<file path="src/rtl/field_sequencer_pkg.sv">
// Shared types and constant helpers for field_sequencer: field geometry
// (offsets/widths) and enable-mask scanning.
package field_sequencer_pkg;

    localparam int unsigned MAX_FIELDS = 8;
    localparam int unsigned IDX_W      = 3;
    localparam int unsigned FW_W       = 16;

    // One width entry per field slot; entry 0 is field 0.
    typedef logic [MAX_FIELDS-1:0][FW_W-1:0] widths_t;

    typedef enum logic {
        IDLE = 1'b0,
        EMIT = 1'b1
    } state_t;

    typedef struct packed {
        logic             found;
        logic [IDX_W-1:0] idx;
    } next_t;

    // Bit offset of field n: sum of all lower field widths.
    function automatic int unsigned field_offset(input int unsigned n, input widths_t widths);
        int unsigned off;
        off = 0;
        for (int unsigned i = 0; i < MAX_FIELDS; i++) begin
            if (i < n) off += 32'(widths[i]);
        end
        return off;
    endfunction

    function automatic int unsigned width_of(input int unsigned n, input widths_t widths);
        int unsigned w;
        w = 0;
        for (int unsigned i = 0; i < MAX_FIELDS; i++) begin
            if (i == n) w = 32'(widths[i]);
        end
        return w;
    endfunction

    // Last active field absorbs whatever input bits remain; unused slots are zeroed.
    function automatic widths_t resolve_widths(input widths_t raw, input int unsigned in_width,
                                               input int unsigned num_fields);
        widths_t w;
        w = '0;
        for (int unsigned i = 0; i < MAX_FIELDS; i++) begin
            if (i + 1 < num_fields)       w[i] = raw[i];
            else if (i + 1 == num_fields) w[i] = FW_W'(in_width - field_offset(i, raw));
        end
        return w;
    endfunction

    // Lowest set bit strictly above 'from'.
    function automatic next_t next_set(input logic [MAX_FIELDS-1:0] mask, input logic [IDX_W-1:0] from);
        next_t r;
        r = '0;
        for (int i = MAX_FIELDS - 1; i >= 0; i--) begin
            if (mask[i] && (IDX_W'(i) > from)) begin
                r.found = 1'b1;
                r.idx   = IDX_W'(i);
            end
        end
        return r;
    endfunction

    function automatic next_t lowest_set(input logic [MAX_FIELDS-1:0] mask);
        next_t r;
        r = '0;
        for (int i = MAX_FIELDS - 1; i >= 0; i--) begin
            if (mask[i]) begin
                r.found = 1'b1;
                r.idx   = IDX_W'(i);
            end
        end
        return r;
    endfunction

endpackage

</file>
<file path="src/rtl/field_sequencer_mux.sv">
// Combinational field selector: picks field idx out of the packed word and
// zero-extends it to the output width.
module field_mux
    import field_sequencer_pkg::*;
#(
    parameter int unsigned IN_WIDTH   = 32,
    parameter int unsigned NUM_FIELDS = 4,
    parameter int unsigned OUT_WIDTH  = 16,
    parameter widths_t     WIDTHS     = '0
) (
    input  logic [IN_WIDTH-1:0]  word,
    input  logic [IDX_W-1:0]     idx,
    output logic [OUT_WIDTH-1:0] field
);

    logic [OUT_WIDTH-1:0] fields [NUM_FIELDS];

    for (genvar n = 0; n < NUM_FIELDS; n++) begin : g_field
        localparam int unsigned OFF = field_offset(n, WIDTHS);
        localparam int unsigned W   = width_of(n, WIDTHS);
        assign fields[n] = OUT_WIDTH'(word[OFF +: W]);
    end

    always_comb begin
        field = '0;
        for (int i = 0; i < NUM_FIELDS; i++) begin
            if (idx == IDX_W'(i)) field = fields[i];
        end
    end

endmodule

</file>
<file path="src/rtl/field_sequencer.sv">
// Splits a packed multi-field word into one AXI-Stream beat per enabled
// field, lowest field first, with zero-bubble hand-over between words.
module field_sequencer
    import field_sequencer_pkg::*;
#(
    parameter int unsigned IN_WIDTH     = 32,
    parameter int unsigned NUM_FIELDS   = 4,
    parameter int unsigned FIELD0_WIDTH = 8,
    parameter int unsigned FIELD1_WIDTH = 8,
    parameter int unsigned FIELD2_WIDTH = 8,
    parameter int unsigned FIELD3_WIDTH = 8,
    parameter int unsigned FIELD4_WIDTH = 8,
    parameter int unsigned FIELD5_WIDTH = 8,
    parameter int unsigned FIELD6_WIDTH = 8,
    parameter int unsigned FIELD7_WIDTH = 8,
    parameter int unsigned OUT_WIDTH    = 16
) (
    input  logic                 aclk,
    input  logic                 aresetn,
    input  logic [IN_WIDTH-1:0]  s_axis_tdata,
    input  logic [7:0]           s_axis_tuser,
    input  logic                 s_axis_tvalid,
    output logic                 s_axis_tready,
    output logic [OUT_WIDTH-1:0] m_axis_tdata,
    output logic [2:0]           m_axis_tuser,
    output logic                 m_axis_tlast,
    output logic                 m_axis_tvalid,
    input  logic                 m_axis_tready
);

    localparam widths_t RAW_WIDTHS = {FW_W'(FIELD7_WIDTH), FW_W'(FIELD6_WIDTH),
                                      FW_W'(FIELD5_WIDTH), FW_W'(FIELD4_WIDTH),
                                      FW_W'(FIELD3_WIDTH), FW_W'(FIELD2_WIDTH),
                                      FW_W'(FIELD1_WIDTH), FW_W'(FIELD0_WIDTH)};
    localparam widths_t WIDTHS = resolve_widths(RAW_WIDTHS, IN_WIDTH, NUM_FIELDS);
    localparam logic [MAX_FIELDS-1:0] FIELD_MASK = MAX_FIELDS'((1 << NUM_FIELDS) - 1);

    // Elaboration-time geometry checks.
    if (NUM_FIELDS < 1 || NUM_FIELDS > MAX_FIELDS) begin : g_bad_num
        $error("field_sequencer: NUM_FIELDS must be 1..8");
    end
    if (field_offset(NUM_FIELDS - 1, RAW_WIDTHS) >= IN_WIDTH) begin : g_bad_in
        $error("field_sequencer: fields leave no bits for the last field");
    end
    for (genvar n = 0; n < NUM_FIELDS; n++) begin : g_chk
        if (width_of(n, WIDTHS) == 0 || width_of(n, WIDTHS) > OUT_WIDTH) begin : g_bad_width
            $error("field_sequencer: field width is zero or exceeds OUT_WIDTH");
        end
    end

    state_t                  state_q, state_d;
    logic [IN_WIDTH-1:0]     word_q, word_d;
    logic [MAX_FIELDS-1:0]   mask_q, mask_d;
    logic [IDX_W-1:0]        idx_q, idx_d;

    logic [MAX_FIELDS-1:0]   mask_in;
    next_t                   nxt;
    next_t                   first;
    logic                    accept;

    assign mask_in = s_axis_tuser & FIELD_MASK;
    assign nxt     = next_set(mask_q, idx_q);
    assign first   = lowest_set(mask_in);

    // Beat outputs come only from registers; tready also depends on m_axis_tready.
    assign m_axis_tvalid = (state_q == EMIT);
    assign m_axis_tlast  = m_axis_tvalid & ~nxt.found;
    assign m_axis_tuser  = idx_q;
    assign s_axis_tready = aresetn & (~m_axis_tvalid | (m_axis_tlast & m_axis_tready));
    assign accept        = s_axis_tvalid & s_axis_tready;

    field_mux #(
        .IN_WIDTH  (IN_WIDTH),
        .NUM_FIELDS(NUM_FIELDS),
        .OUT_WIDTH (OUT_WIDTH),
        .WIDTHS    (WIDTHS)
    ) u_field_mux (
        .word (word_q),
        .idx  (idx_q),
        .field(m_axis_tdata)
    );

    always_ff @(posedge aclk or negedge aresetn) begin
        if (!aresetn) begin
            state_q <= IDLE;
            word_q  <= '0;
            mask_q  <= '0;
            idx_q   <= '0;
        end else begin
            state_q <= state_d;
            word_q  <= word_d;
            mask_q  <= mask_d;
            idx_q   <= idx_d;
        end
    end

    // Next state: advance through enabled fields; a newly accepted word overrides.
    always_comb begin
        state_d = state_q;
        word_d  = word_q;
        mask_d  = mask_q;
        idx_d   = idx_q;

        case (state_q)
            IDLE: ;
            EMIT: begin
                if (m_axis_tready) begin
                    if (!m_axis_tlast) idx_d   = nxt.idx;
                    else               state_d = IDLE;
                end
            end
            default: state_d = IDLE;
        endcase

        if (accept) begin
            word_d = s_axis_tdata;
            mask_d = mask_in;
            if (first.found) begin
                idx_d   = first.idx;
                state_d = EMIT;
            end else begin
                state_d = IDLE;
            end
        end
    end

endmodule

</file>
<file path="config.mk">
export PLATFORM = sky130hd
export DESIGN_NAME = field_sequencer
export DESIGN_NICKNAME = d
export VERILOG_FILES = /design/src/rtl/field_sequencer_pkg.sv /design/src/rtl/field_sequencer_mux.sv /design/src/rtl/field_sequencer.sv
export SDC_FILE = /design/constraint.sdc
export NUM_CORES = 1
export LEC_CHECK = 0
export ABC_AREA = 1
export CORE_ASPECT_RATIO = 0.9
export CORE_MARGIN = 2
export CORE_UTILIZATION = 28
export DETAILED_ROUTE_END_ITERATION = 8
export PLACE_DENSITY = 0.55
export SYNTH_ARGS = -nofsm -noshare
export SYNTH_HDL_FRONTEND = slang
export SYNTH_SLANG_ARGS = --single-unit
</file>
<file path="constraint.sdc">
create_clock -name aclk -period 4 [get_ports aclk]
set_clock_uncertainty 0.05 [all_clocks]
set_input_delay 0.8 -clock aclk [delete_from_list [all_inputs] [get_ports aclk]]
set_output_delay 0.8 -clock aclk [all_outputs]
set_load 0.01 [all_outputs]
</file>
* After elaboration in Yosys (flattened, before gate mapping) *
Index checks and enable logic that the tools add are counted.

word-level totals
  register bits after elaboration = 40
  bits of input ports = 44
  output and inout port bits = 22
  word-level logic and storage cells = 45

cells by class
  magnitude comparators = 4
  equality and inequality tests = 3
  mux-type cells = 22
  bitwise operators = 7
  reduce and logical (&&, ||, !) cells = 5

operators by type and width
  kind                                                                             number
  4-bit 2-to-1 mux                                                                 8
  8-bit 2-to-1 mux                                                                 4
  3-bit 2-to-1 mux                                                                 5
  3-bit by 2-bit == test with 1-bit output (second input constant)                 2
  1-bit by 3-bit greater-than comparator with 1-bit output (first input constant)  2
  2-bit by 3-bit greater-than comparator with 1-bit output (first input constant)  2
  1-bit 2-to-1 mux                                                                 5
  1-bit bitwise AND                                                                4
  1-bit logical AND                                                                4
  3-bit by 1-bit == test with 1-bit output (second input constant)                 1
  3-bit zero test                                                                  1
  1-bit NOT                                                                        2
  1-bit OR                                                                         1

* Logic depth before layout (Yosys ltp) *
Gate-level depths: netlist of the first run.

  word-level depth = 13
  depth in mapped cells = 9
  mapped depth without buffers = 9

* Cells and area by module *
From an unflattened synthesis of the first run, not the netlist that was laid out.

unflattened totals
  cell total of the unflattened synthesis = 250
  area total of the unflattened synthesis = 2163.3 sq um

by module, submodules not included
  module           instances  cells an instance  area each (sq um)  seq. area each (sq um)
  field_sequencer  1          191                1771.7             975.9
  field_mux        1          59                 391.6              0.0

* Least setup slack after synthesis of the first run *
OpenSTA, ideal clock, no wires.

  path kind = input to output
  start point = input m_axis_tready
  end point = output s_axis_tready
  arrival = 1269 ps
  required time = 3150 ps
  path slack = 1881 ps
  cell stages on the path = 3
  buffers on the path = 0
  cell sequence = nand2_1 > o21ai_4 > and2_1

between the ends
  word-level cells in the longest chain between the ends = 3

RTL lines
  what               RTL line               source
  start, declared    field_sequencer.sv:28  input logic m_axis_tready
  1-bit bitwise AND  field_sequencer.sv:69  assign s_axis_tready = aresetn & (~m_axis_tvalid | (m_axis_tlast & m_axis_tready));
  1-bit OR           field_sequencer.sv:69
  1-bit bitwise AND  field_sequencer.sv:69
  end, declared      field_sequencer.sv:23  output logic s_axis_tready,

Every way passes these cells.

* Worst setup path in the final report of the first run *
  start point = register idx_q[0] (netlist: m_axis_tuser[0])
  end point = output m_axis_tdata[4]

between the ends
  word-level cells in the longest chain between the ends = 5
  elaborated cells on any way between the ends = 8
  those cells by class = eq/ne: 3; mux: 4; reduce/logical: 1

RTL lines
  what                            RTL line                   source
  start, declared                 field_sequencer.sv:54      logic [IDX_W-1:0] idx_q, idx_d;
  start signal, assigned          field_sequencer.sv:93      idx_q <= idx_d;
  3-bit zero test                 field_sequencer_mux.sv:27  if (idx == IDX_W'(i)) field = fields[i];
  8-bit 2-to-1 mux (3 in series)  field_sequencer_mux.sv:27
  8-bit 2-to-1 mux *              field_sequencer_mux.sv:27
  end, declared                   field_sequencer.sv:24      output logic [OUT_WIDTH-1:0] m_axis_tdata,

Mark *: on every way between the ends. The rest lies on a longest branch, timed or not.

==> results.tsv, run 1 <==
metric	value	unit
ctsHoldBuffers	0	
syn_avg_cell_area	8.505	um2
hold_viol	0	
tns	0	ns
rr_worst_depth	7	
drtIter0Drc	107	
synthCells	242	
place.gp.congestion	0.7177	
cts_tree	done	
drc	0	
synthesis.area	2058	um2
clk_pin_slew_worst_paths	0.07	ns
yosysTopAreaCell	dfrtp_1	
design_area	2676	um2
crit_required	3.15	ns
place_area	2595	um2
fp-row-count	29	
diodes	0	
ys_types	23	
vias_per_cell	4.281	
total_power	0.001812	W
start_kind	flop	
fill_cells	768	
dp.cells	380	
ys_top_cells_by_area	dfrtp_1 47%, nand2_1 9.5%, o21ai_2 7.7%, inv_1 7.3%, nand3_1 6.3%	
slew_violations	0	
synth_flop_cell	dfrtp_1	
cts_inserted_buffers	5	
hpwlAfterDp	3219	um
dieArea	8053	um2
multi_input_area	808.3	um2
ir_worst_vdd	0.0002294	V
via_count	1661	
synth-edff-count	0	
area_growth	30.03	%
ys_seq_area_share	47.42	%
wl_per_cell	11.84	um
cts_resized	0	
fp.dieH	85.34	um
clock_latency	0.29	ns
ios	66	
antenna_left	0	
drt-total-wl	4594	um
period_minus_slack	3.294	ns
p_leak	1.303	nW
nets	338	
setup_viol	0	
status	complete, no violations	
rsz0062_at_grt	false	
cts_setup_buffers	0	
path_max_fanout	10	
synth_warnings	0	
utilization	37.82	%
dieWidth	94.38	um
drive_above_1_share	11.86	%
grt_pass1_vias	1613	
critical_path_class	reg -> out	
arrival	2.44	ns
maxCapViolations	0	
yosysMostFrequentCell	nand2_1	
clock_sinks	39	
finalCritPeriodShare	82.36	%
final_cells	388	
antenna_found_initial	0	
grt_usage	12.69	%
fmax	303.5	MHz
worstHoldPathCells	2	
hp-class	reg -> reg	
final-seq-area	975.9	um2
grt_start_max_net_pins	73	
endpoint_kind	output pin	
synthTopCellsByCount	52 x nand2_1, 40 x inv_1, 39 x dfrtp_1	
htree_levels	2	
grt_pass1_wl	7831	um
slew_headroom	42.46	%
drt_first_pass_iters	4	
synthArstFlopShare	100.0	%
cts_root_buffer	clkbuf_8	
coreArea	7076	um2
start_util	29.09	%
p_per_area	676.9	nW/um2
worstMarginPinSlew	0.8631	ns
grt-ovfl-total	0	
netlist.area_leader.share	47.42	%
numPortBuffers	53	
clock_path_buffers	2	
synth_seq_cells	39	
==> metal layers <==
metal,GRT usage (%),up-vias,part of all wire (%)
met5,0,-,0
met4,4.216,0,1.3
met3,4.085,5,5.9
met2,18.70,47,43
met1,17.60,747,50
li1,-,862,-
==> registers in the layout, indices dropped and copies added, names as in the netlist <==
signal / count
word_q: 32
m_axis_tuser: 3
mask_q: 3
m_axis_tvalid: 1
==> power breakdown <==
part	internal [W]	switching, W
combinational	0.000401	0.000454
clock	0.000122	0.000136
sequential	0.000582	0.000116
==> final cells by class <==
type | instances | share of cell area, %
Multi-Input combinational cell | 152 | 30.20
Timing Repair Buffer | 55 | 20.20
Clock buffer | 7 | 2.852
Tap cell | 93 | 4.348
Sequential cell | 39 | 36.47
Inverter | 41 | 5.750
Clock inverter | 1 | 0.1870
==> through the flow <==
step | hold slack, ns | setup slack, ns
floorplan | 0.4050 | 1.881
global placement | 0.4171 | 0.8114
detailed placement | 0.4184 | 0.7957
CTS | 0.4369 | 0.6808
global route | 0.4525 | 0.5159
finish | 0.4347 | 0.7055
==> cells by family (layout without fill, tap and decap cells) <==
logic type | count (synthesis) | count (layout) | share of synthesized area [%]
AOI/OAI and AO/OA | 45 | 45 | 15.38
buffers and inverters | 58 | 104 | 14.59
DFF | 39 | 39 | 47.42
other | 1 | 8 | 0.1822
and+or+nand+nor | 99 | 99 | 22.43
==> path summary, 6_finish.rpt <==
path	from	to	slack, ns
min in group asynchronous	aresetn	word_q[26]$_DFFE_PN0P_	0.56
max in group asynchronous	aresetn	word_q[19]$_DFFE_PN0P_	2.95
min reg2reg	word_q[28]$_DFFE_PN0P_	word_q[28]$_DFFE_PN0P_	0.43
min	word_q[28]$_DFFE_PN0P_	word_q[28]$_DFFE_PN0P_	0.43
max	m_axis_tuser[0]$_DFF_PN0_	m_axis_tdata[4]	0.71
max reg2reg	m_axis_tuser[1]$_DFF_PN0_	word_q[25]$_DFFE_PN0P_	1.69
==> cells in the final DEF (no fill, tap or decap) <==
cell type and n:
nand2_1 52, clkdlybuf4s50_1 52, inv_1 40, dfrtp_1 39
nand3_1 26, o21ai_2 18, o21ai_1 17, nor2_1 8
conb_1 8, nand4_1 5, a22oi_1 5, clkbuf_8 5
a21oi_1 3, nand3_2 2, nand2_2 2, clkbuf_1 2
buf_4 2, nor2_4 1, inv_2 1, o21ai_4 1
and2_1 1, nand3_4 1, o21ai_0 1, nand3b_1 1
clkinv_2 1, buf_2 1
==> worst max-delay path: stages (launching register included) <==
cell and delay, ns:
dfrtp_1 0.39, inv_2 0.17, nand2_1 0.07, nor2_1 0.54, a22oi_1 0.28, nand3_1 0.15, clkdlybuf4s50_1 0.55
No activity file was read; power rests on OpenSTA's default activity.
==> run 2, diff against run 1 <==
--- a/config.mk
+++ b/config.mk
@@ -10,7 +10,7 @@
 export CORE_MARGIN = 2
 export CORE_UTILIZATION = 28
 export DETAILED_ROUTE_END_ITERATION = 8
-export PLACE_DENSITY = 0.55
+export PLACE_DENSITY = 0.57
 export SYNTH_ARGS = -nofsm -noshare
 export SYNTH_HDL_FRONTEND = slang
 export SYNTH_SLANG_ARGS = --single-unit
==> constraint.sdc (replaced) <==
create_clock -name aclk -period 2.65 [get_ports aclk]
set_clock_uncertainty 0.05 [all_clocks]
set_input_delay 0.53 -clock aclk [delete_from_list [all_inputs] [get_ports aclk]]
set_output_delay 0.53 -clock aclk [all_outputs]
set_load 0.01 [all_outputs]
==> results.tsv, run 2 (synthesized netlist as in run 1, its figures left out) <==
metric	value	unit
status	complete, no violations	
cp_cell_sequence	clkdlybuf4s50_1, nand2_1, o21ai_4, and2_1, clkdlybuf4s50_1	
cpMaxStageDelayCell	clkdlybuf4s50_1	
p_int	0.001840	W
coreArea	7076	um2
grt-ovfl-total	0	
rr_worst_depth	9	
drc	0	
grt_pass1_vias	1629	
fill_cells	753	
combPwrFrac	46.9	%
fmax	389.1	MHz
crit_start	m_axis_tready	
dieWidth	94.38	um
drive_above_1_share	17.16	%
fp-row-count	29	
start_kind	primary input	
numPortBuffers	53	
final_common_cell	nand2_1	
worst_slack	0.08001	ns
dieArea	8053	um2
final_cells	396	
slew_violations	0	
clk_pin_slew_worst_paths	0.08	ns
pwr-share-clk	16.8	%
period_minus_slack	2.570	ns
grt_usage	12.55	%
endpoint_kind	output pin	
start_util	29.09	%
hp-class	in -> async	
final-seq-area	978.4	um2
clock_path_buffers	2	
cts_root_buffer	clkbuf_8	
cts_tree	done	
crit_required	2.07	ns
multi_input_area	828.3	um2
drt-total-wl	4627	um
antenna_left	0	
drtIter0Drc	99	
p_leak	1.380	nW
setup_viol	0	
dp_slack	0.08577	ns
maxCapViolations	0	
hold_viol	0	
r2r-end	word_q[27]$_DFFE_PN0P_	
area_growth	36.60	%
critical-path-top-cell-by-count	clkdlybuf4s50_1	
cts_inserted_buffers	5	
htree_levels	2	
finalCritPeriodShare	96.98	%
ir_worst_vdd	0.0003276	V
ctsHoldBuffers	0	
dp.cells	384	
wl_per_cell	11.68	um
utilization	39.73	%
top_register	word_q	
drt_first_pass_iters	4	
hpwlAfterDp	3356	um
final_cell_mix	52 x nand2_1, 50 x clkdlybuf4s50_1, 39 x inv_1	
p_per_area	1048	nW/um2
p_sw_share	37.56	%
pwr-share-seq	36.3	%
cpPeakStageDelay	0.53	ns
largest_reg_flops	32	
nets	346	
fp.dieH	85.34	um
diodes	0	
grt_start_max_net_pins	73	
antenna_found_initial	0	
place.gp.congestion	0.7596	
ios	66	
switching_power	0.001107	W
clock_sinks	39	
vias_per_cell	4.268	
grt_pass1_wl	7886	um
path_max_fanout	4	
r2r-start	m_axis_tuser[2]$_DFF_PN0_	
rrSetupSlack	0.78	ns
clock_latency	0.29	ns
critical_path_class	in -> out	
rsz0062_at_grt	true	
arrival	1.99	ns
tns	0	ns
via_count	1690	
-- run 2: worst max-delay path by stage --
stage	slack [ns]	depth (start not counted)	endpoint
2_1_floorplan	0.88	6	s_axis_tready
3_3_place_gp	0.10	5	s_axis_tready
3_5_place_dp	0.09	5	s_axis_tready
4_1_cts	0.008	6	m_axis_tdata[3]
5_1_grt	-0.05	7	m_axis_tdata[6]
6_report	0.08	5	s_axis_tready
-- run 2: layout make-up --
cell class                 instances  area share, %
inverter                          41          5.607
timing repair buffer              63          21.98
clock buffer                       5          2.448
clock inverter                     3          1.558
sequential                        39          34.80
tap                               93          4.139
multi-input combinational        152          29.46
-- run 2: power by group through the flow --
stage | logic, W | clock network, W | registers, W
floorplan | 0.000821 | 0 | 0.00104
global placement | 0.00134 | 0 | 0.00106
detailed placement | 0.00135 | 0 | 0.00107
CTS | 0.00137 | 0.000513 | 0.00106
global route | 0.00155 | 0.000539 | 0.00111
finish | 0.00138 | 0.000495 | 0.00107
-- run 2: routing by layer --
metal | vias to the layer above | share of wire, % | global-route usage, %
met3 | 2 | 5.0 | 3.552
met2 | 38 | 46 | 18.90
met1 | 770 | 49 | 17.98
li1 | 880 | - | -
met4 | 0 | 0.41 | 2.767
met5 | - | 0 | 0
-- run 2: critical path: cells and delay by family --
family,cells,cell delay [ns]
and+or+nand+nor,2,0.24
buffers and inverters,2,1.06
AOI/OAI and AO/OA,1,0.15
-- run 2: metrics by stage --
step,hold WS [ns],area (um2),power (W)
6_report,0.05373,2811,0.002947
5_1_grt,0.04645,2811,0.003207
4_1_cts,0.04562,2765,0.002944
3_5_place_dp,0.3678,2638,0.002416
3_3_place_gp,0.3670,2638,0.002397
2_1_floorplan,0.1844,2085,0.001856
-- run 2: what timing repair did --
item	in CTS	in global routing
buffers inserted	2	2
resized for setup	0	9
hold endpoints to repair	0	0
pin swaps	0	3
setup endpoints to repair	2	9
